File: config.mk
export PLATFORM = sky130hd
export DESIGN_NAME = scan_ctrl
export DESIGN_NICKNAME = d
export VERILOG_FILES = /design/src/rtl/scan_ctrl.sv
export SDC_FILE = /design/constraint.sdc
export NUM_CORES = 1
export LEC_CHECK = 0
export BUFFER_PORTS_ARGS = -buffer_cell sky130_fd_sc_hd__clkbuf_2
export CAP_MARGIN = 20
export CELL_PAD_IN_SITES_DETAIL_PLACEMENT = 1
export CELL_PAD_IN_SITES_GLOBAL_PLACEMENT = 2
export CORE_MARGIN = 5
export CORE_UTILIZATION = 38
export CTS_BUF_LIST = sky130_fd_sc_hd__clkbuf_4 sky130_fd_sc_hd__clkbuf_8
export CTS_CLUSTER_DIAMETER = 120
export DETAILED_ROUTE_END_ITERATION = 10
export MAX_ROUTING_LAYER = met4
export PLACE_DENSITY_LB_ADDON = 0.1
export SKIP_LAST_GASP = 1
export SLEW_MARGIN = 40
export SYNTH_ARGS = -nofsm -noshare
export SYNTH_HDL_FRONTEND = slang
export SYNTH_SLANG_ARGS = --single-unit
File: constraint.sdc
create_clock -name clk -period 2.48 [get_ports clk]
set_input_delay 0.372 -clock clk [delete_from_list [all_inputs] [get_ports clk]]
set_output_delay 0.372 -clock clk [all_outputs]
set_load 0.01 [all_outputs]
File: src/rtl/scan_ctrl.sv
// scan_ctrl: serialises one WIDTH-bit word MSB first into an external pattern
// detector and counts the cycles in which the detector reports a match.
//
// Sequence per scan: IDLE -> CLEAR (det_clr pulse) -> SHIFT (WIDTH bits)
// -> DRAIN (catches the registered hit of the last bit) -> DONE (done pulse).
//
// Build option:
//   SCAN_CTRL_HIT_SAT_EN  defined   : hit_count saturates at 2^CNT_W-1
//   SCAN_CTRL_HIT_SAT_EN  undefined : hit_count wraps modulo 2^CNT_W
//
// Every output is a flop, so there is no combinational path from any input.
module scan_ctrl #(
  parameter int WIDTH = 16,
  parameter int CNT_W = 5
) (
  input  logic             clk,
  input  logic             rst_n,
  input  logic             start,
  input  logic             abort,
  input  logic [WIDTH-1:0] din_word,
  input  logic             det_hit,
  output logic             ser_bit,
  output logic             ser_valid,
  output logic             det_clr,
  output logic             busy,
  output logic             done,
  output logic [CNT_W-1:0] hit_count
);

  localparam int IDX_W = (WIDTH > 1) ? $clog2(WIDTH) : 1;
  localparam logic [IDX_W-1:0] LAST_IDX = IDX_W'(WIDTH - 1);

  typedef enum logic [2:0] {
    IDLE  = 3'd0,
    CLEAR = 3'd1,
    SHIFT = 3'd2,
    DRAIN = 3'd3,
    DONE  = 3'd4
  } state_t;

  state_t           state;
  logic [WIDTH-1:0] shreg;
  logic [IDX_W-1:0] idx;
  logic [CNT_W-1:0] hit_inc;
  logic [WIDTH-1:0] shreg_shl;

  // Next value of the hit counter when a hit is taken.
`ifdef SCAN_CTRL_HIT_SAT_EN
  assign hit_inc = (hit_count == {CNT_W{1'b1}}) ? hit_count : hit_count + CNT_W'(1);
`else
  assign hit_inc = hit_count + CNT_W'(1);
`endif

  // Shift register moved one place towards the MSB.
  assign shreg_shl = {shreg[WIDTH-2:0], 1'b0};

  // Scan sequencer: state, datapath and all registered outputs.
  // ser_bit is loaded one edge ahead of the cycle it is shown in, so CLEAR
  // already pulls the first bit out of the shift register.
  always_ff @(posedge clk or negedge rst_n) begin
    if (!rst_n) begin
      state     <= IDLE;
      shreg     <= '0;
      idx       <= '0;
      hit_count <= '0;
      ser_bit   <= 1'b0;
      ser_valid <= 1'b0;
      det_clr   <= 1'b0;
      busy      <= 1'b0;
      done      <= 1'b0;
    end else begin
      case (state)
        IDLE: begin
          // abort has no meaning here, so start always wins
          if (start) begin
            shreg     <= din_word;
            idx       <= '0;
            hit_count <= '0;
            det_clr   <= 1'b1;
            busy      <= 1'b1;
            state     <= CLEAR;
          end
        end

        CLEAR: begin
          det_clr <= 1'b0;
          if (abort) begin
            busy  <= 1'b0;
            state <= IDLE;
          end else begin
            ser_valid <= 1'b1;
            ser_bit   <= shreg[WIDTH-1];
            shreg     <= shreg_shl;
            state     <= SHIFT;
          end
        end

        SHIFT: begin
          if (abort) begin
            // hit_count is left untouched: the partial count stays visible
            ser_valid <= 1'b0;
            ser_bit   <= 1'b0;
            busy      <= 1'b0;
            state     <= IDLE;
          end else begin
            if (det_hit) begin
              hit_count <= hit_inc;
            end
            idx <= idx + IDX_W'(1);
            if (idx == LAST_IDX) begin
              ser_valid <= 1'b0;
              ser_bit   <= 1'b0;
              state     <= DRAIN;
            end else begin
              ser_bit <= shreg[WIDTH-1];
              shreg   <= shreg_shl;
            end
          end
        end

        DRAIN: begin
          if (abort) begin
            busy  <= 1'b0;
            state <= IDLE;
          end else begin
            // detector output for the final bit arrives in this cycle
            if (det_hit) begin
              hit_count <= hit_inc;
            end
            done  <= 1'b1;
            state <= DONE;
          end
        end

        DONE: begin
          // start and abort are both ignored here
          done  <= 1'b0;
          busy  <= 1'b0;
          state <= IDLE;
        end

        default: begin
          ser_bit   <= 1'b0;
          ser_valid <= 1'b0;
          det_clr   <= 1'b0;
          busy      <= 1'b0;
          done      <= 1'b0;
          state     <= IDLE;
        end
      endcase
    end
  end

endmodule

==> results of run 1 <==
-- metrics by stage --
stage	cell area, sq um	hold WS (ps)	utilization [%]	setup slack [ps]
4_1_cts	1880	78.0	46.4	551
5_1_grt	1880	105	46.4	415
2_1_floorplan	1610	76.4	-	864
3_5_place_dp	1790	380	44.2	578
3_3_place_gp	1790	480	44.1	381
6_report	1880	58.0	46.4	589
-- per-layer routing --
| layer | vias to the layer above | track usage, % | share of wire [%] |
|---|---|---|---|
| met5 | - | - | 0 |
| met4 | 0 | 5.93 | 1.8 |
| met3 | 8 | 3.47 | 4.4 |
| met2 | 28 | 25.4 | 49 |
| met1 | 621 | 18.0 | 45 |
| li1 | 621 | - | - |
-- layout make-up --
cell class                 instances  area (sq um)  share of cell area (%)
tap                               50          62.6                    3.32
clock buffer                       7          90.1                    4.78
timing repair buffer              31           160                    8.50
multi-input combinational        116           734                    39.0
inverter                           3          11.3                   0.598
sequential                        33           826                    43.8
-- power by group --
group / internal [mW] / total [mW] / switching (mW)
sequential: 0.759 / 0.938 / 0.179
combinational: 0.469 / 1.06 / 0.591
clock: 0.231 / 0.417 / 0.186
total: 1.46 / 2.41 / 0.956
-- kinds of logic after synthesis --
| family | synth area share, % |
|---|---|
| xor+xnor | 0.544 |
| simple gates | 18.3 |
| flops | 51.2 |
| compound gates | 14.4 |
| fa+ha+maj | 1.55 |
| buf+inv | 3.26 |
| mux | 10.6 |
-- flip-flops by register name, indices dropped and copies added, names as in the netlist --
signal	cells
busy	1
det_clr	1
done	1
hit_count	5
idx	4
ser_bit	1
ser_valid	1
shreg	16
state	3
-- layout by cell type, fill, tap and decap left out, types with 4 or more instances in the layout --
cell / synthesis / final
a21oi_1: 18 / 18
clkbuf_8: 0 / 6
clkbuf_2: 0 / 29
nor2b_1: 4 / 4
o21ai_0: 10 / 10
dfrtp_1: 33 / 33
mux2i_1: 16 / 16
nand3_1: 7 / 7
nor2_1: 23 / 23
nand2_1: 7 / 7
-- worst max-delay path, delay by kind of cell (launching register included) --
kind            cells  cell delay [ps]
compound gates      3             1040
flops               1              400
simple gates        1              140
fa+ha+maj           1              230
-- path summary, 6_finish.rpt --
path | startpoint | to | slack [ps] | cells after the start
worst min register to register | done | done | 510 | 2
min in group clk | din_word[0] | shreg[0] | 360 | 3
worst max-delay path | idx[0] | shreg[0] | 590 | 5
worst min-delay path | rst_n | done | 60 | 1
max in group asynchronous | rst_n | shreg[6] | 2100 | 1
worst max register to register | idx[0] | shreg[0] | 590 | 5
==> flow_summary.yaml, run 1 <==
finish:
  nets: 213
  area_growth_pct: 16.9
  diodes: 0
  fill_cells: 486
  drive_gt1_share_pct: 23.7
  fin_cells: 240
clock_network:
  post-cts-setup-buffers: 0
  clk_latency_ps: 280
  clk_pin_slew_ps: 60
  clockBufferDepth: 2
  cts_root_buf: "clkbuf_8"
  tritoncts: "done"
  htree_levels: 2
  cts_buffers: 5
  cts.repair.resized: 0
  cts.sinks: 33
  cts_hold_buf: 0
route:
  wire_per_inst_um: 15.2
  drcViolationCount: 0
  postRouteAntennaNets: 0
  routed_wirelength_um: 3640
  first_pass_iters: 4
  drt_iter0_drc: 42
  viasPerCell: 5.33
  via_count: 1278
sta:
  finalSetupViolCount: 0
  rsz0062_at_grt: "false"
  fmax_ghz: 0.529
  tightest_slew_ps: 694
  finalMaxSlewViolations: 0
  skew_ps: 2.48
  finalCriticalPeriod_ps: 1890
  hold_viol_final: 0
  final.setup.tns_ps: 0
  relSlewSlack_pct: 53.2
  fin_crit_sh_pct: 76.2
setup_path:
  worstSetupStartpointType: "flop"
  critPathKind: "reg2reg"
  crit_required_ps: 2680
  path_max_fanout: 32
  worstPathCellList: "ha_1, a31oi_1, o2111a_2, nand3b_1, o21ai_1"
  endpoint_kind: "flop"
  cp_data_arrival_time_ps: 2090
  cp_slowest_cell: "o2111a_2"
  slowest_delay_ps: 630
yosys:
  synth_seq_area_share_pct: 51.2
  syn-cell-area_sq_um: 1610
  synth_top_area_share_pct: 51.2
  synth_top_area_cell: "dfrtp_1"
  synthArstFlopShare_pct: 100
  yosysWarningCount: 0
  synth_cells: 160
  syn_avg_cell_area_sq_um: 10.1
  synthFlopType: "dfrtp_1"
  synth_edf_count: 0
  ys_types: 37
  synth_common_cells: "dfrtp_1 (33), nor2_1 (23), a21oi_1 (18)"
  synth_top_cells_by_area: "dfrtp_1 (51%), mux2i_1 (9.9%), a21oi_1 (5.6%)"
  syn_nets: 183
  ys_seq_elements: 33
  yosysMostFrequentCell: "dfrtp_1"
grt:
  antenna_found_initial: 0
  gr-total-overflow: 0
  grt_use_total_pct: 15.3
  grt_max_degree: 34
  grt_pass1_vias: 1403
  grt_pass1_wl_um: 6350
power:
  p_leak_nw: 0.879
  p_total_mw: 2.41
  powerDensity_nw_per_um2: 1280
  peakVddDrop_mv: 0.435
placement:
  port_buffers: 30
  dp.cells: 233
  hpwl_um: 2700
  routabilityCongestion: 0.710
flow_run:
  drv_cap: 0
hold_path:
  hp-class: "in2async"
floorplanning:
  rows: 23
  io_pins: 31
  die_area_sq_um: 5640
  die_w_um: 75.1
  initial_core_util_pct: 39.7
  coreArea_sq_um: 4060
  die_h_um: 75.1
status:
  status: "finished, final reports clean"
No activity file was read; power rests on OpenSTA's default activity.
==> inputs of run 2 (changes only) <==
Settings changed: CORE_UTILIZATION 38 to 35.
Clock period 2.48 ns to 1.9 ns, I/O delays scaled along.
==> run 2 against run 1 <==
  * Core utilization is 2.0 points lower
  * Clock skew is 2.5 ps higher
  * Clock power is 31% higher
  * Worst hold slack worse by 32 ps
  * Cell area is 4.1% higher
  * Highest routed layer unchanged
==> flow_summary.yaml, run 2 (synthesis results as in run 1) <==
clock_network:
  htree_levels: 2
  tritoncts: "done"
  clk_pin_slew_ps: 70
  cts.sinks: 33
  clockBufferDepth: 2
  cts.repair.resized: 0
  post-cts-setup-buffers: 0
  clk_latency_ps: 280
  cts_buffers: 5
  cts_root_buf: "clkbuf_8"
  cts_hold_buf: 0
power:
  power.internal_mw: 2.07
  power_switching_mw: 1.31
  clockPowerShare_pct: 16.2
  switching_share_pct: 38.7
  seqPwrFrac_pct: 35.1
  p_leak_nw: 0.922
  powerDensity_nw_per_um2: 1720
  pwr-share-comb_pct: 48.7
  peakVddDrop_mv: 0.576
finish:
  regArea_sq_um: 826
  multiInputGateArea_sq_um: 733
  final_common_cell: "dfrtp_1"
  area_growth_pct: 21.7
  max_flop_register: "shreg"
  drive_gt1_share_pct: 25.9
  nets: 220
  largest_register_ffs: 16
  design_area_sq_um: 1960
  fill_cells: 512
  final_cell_mix: "dfrtp_1 (33), clkbuf_2 (30), nor2_1 (23)"
  diodes: 0
  largest_registers: "shreg: 16 flops, hit_count: 5 flops, idx: 4 flops"
floorplanning:
  die_area_sq_um: 6060
  die_h_um: 77.9
  coreArea_sq_um: 4410
  rows: 24
  die_w_um: 77.9
  initial_core_util_pct: 36.5
  io_pins: 31
setup_path:
  r2r-start: "state[0]"
  rrSetupSlack_ps: 140
  endpoint_kind: "flop"
  critPathKind: "reg2reg"
  path_max_fanout: 32
  reg2reg_to: "shreg[3]"
  crit_required_ps: 2060
  endpoint: "shreg[3]"
  reg2reg_depth: 6
  cp_data_arrival_time_ps: 1930
  crit_start: "state[0]"
  worstSetupStartpointType: "flop"
placement:
  routabilityCongestion: 0.832
  pre_cts_ws_ps: 147
  hpwl_um: 2810
  port_buffers: 30
  dpl_cell_area_sq_um: 1870
sta:
  hold_viol_final: 0
  finalSetupViolCount: 0
  fin_crit_sh_pct: 92.9
  rsz0062_at_grt: "false"
  fmax_ghz: 0.567
  finalCriticalPeriod_ps: 1760
  skew_ps: 4.97
  finalMaxSlewViolations: 0
  tightest_slew_ps: 416
  relSlewSlack_pct: 72.0
  setup_ws_ps: 136
  final.setup.tns_ps: 0
grt:
  antenna_found_initial: 0
  grt_max_degree: 34
  grt_pass1_wl_um: 6500
  grt_pass1_vias: 1387
  gr-total-overflow: 0
  grt_use_total_pct: 13.7
flow_run:
  drv_cap: 0
route:
  via_count: 1326
  drt_iter0_drc: 42
  wire_per_inst_um: 15.2
  viasPerCell: 5.33
  drcViolationCount: 0
  first_pass_iters: 4
  routed_wirelength_um: 3790
  postRouteAntennaNets: 0
status:
  status: "finished, final reports clean"
hold_path:
  hp-class: "in2async"
run 2: changes by cell type in the layout (fill, tap and decap cells not counted), sizes merged:
| cell | delta |
|---|---|
| buf | +7 |
run 2: cell type report:
type | count | area share (%)
multi-input combinational | 116 | 37.4
clock buffer | 7 | 4.59
tap | 52 | 3.32
sequential | 33 | 42.1
inverter | 3 | 0.574
timing repair buffer | 38 | 12.0
run 2: critical path: stages (launching register included):
cell      delay [ps]
dfrtp_1          400
buf_4            180
or3b_1           420
o2111a_1         290
buf_12           170
nor2_1           110
a21oi_1           50
run 2: routing by layer:
layer / part of all wire [%] / track usage (%) / up-vias
met5: 0 / - / -
met3: 4.0 / 3.70 / 4
li1: - / - / 635
met4: 1.0 / 4.30 / 0
met1: 45 / 16.6 / 666
met2: 50 / 22.0 / 21
run 2: per-stage QoR:
| step | cells | utilization (%) | total power, mW | hold slack [ps] |
|---|---|---|---|---|
| CTS | 249 | 44.4 | 3.44 | 36.4 |
| detailed placement | 242 | 42.4 | 2.88 | 342 |
| floorplan | 160 | - | 2.33 | -10.6 |
| finish | 249 | 44.4 | 3.38 | 25.9 |
| global placement | 242 | 42.4 | 2.78 | 337 |
| global route | 249 | 44.4 | 3.64 | 53.7 |
run 2: power by group through the flow:
stage / logic (mW) / registers, mW / clock network [mW]
after detailed placement: 1.67 / 1.20 / 0
final: 1.64 / 1.19 / 0.547
after global routing: 1.82 / 1.23 / 0.601
after CTS: 1.68 / 1.19 / 0.569
after floorplan: 1.16 / 1.16 / 0
after global placement: 1.60 / 1.18 / 0
run 2: worst min path at each step:
stage                      from      endpoint  slack (ps)  depth (start not counted)
final                     rst_n          busy          30                          2
after global routing      rst_n          busy          50                          2
after CTS                 rst_n          busy          40                          2
after detailed placement  rst_n  hit_count[3]         340                          2
after global placement    rst_n  hit_count[3]         340                          2
after floorplan           rst_n          busy         -10                          0
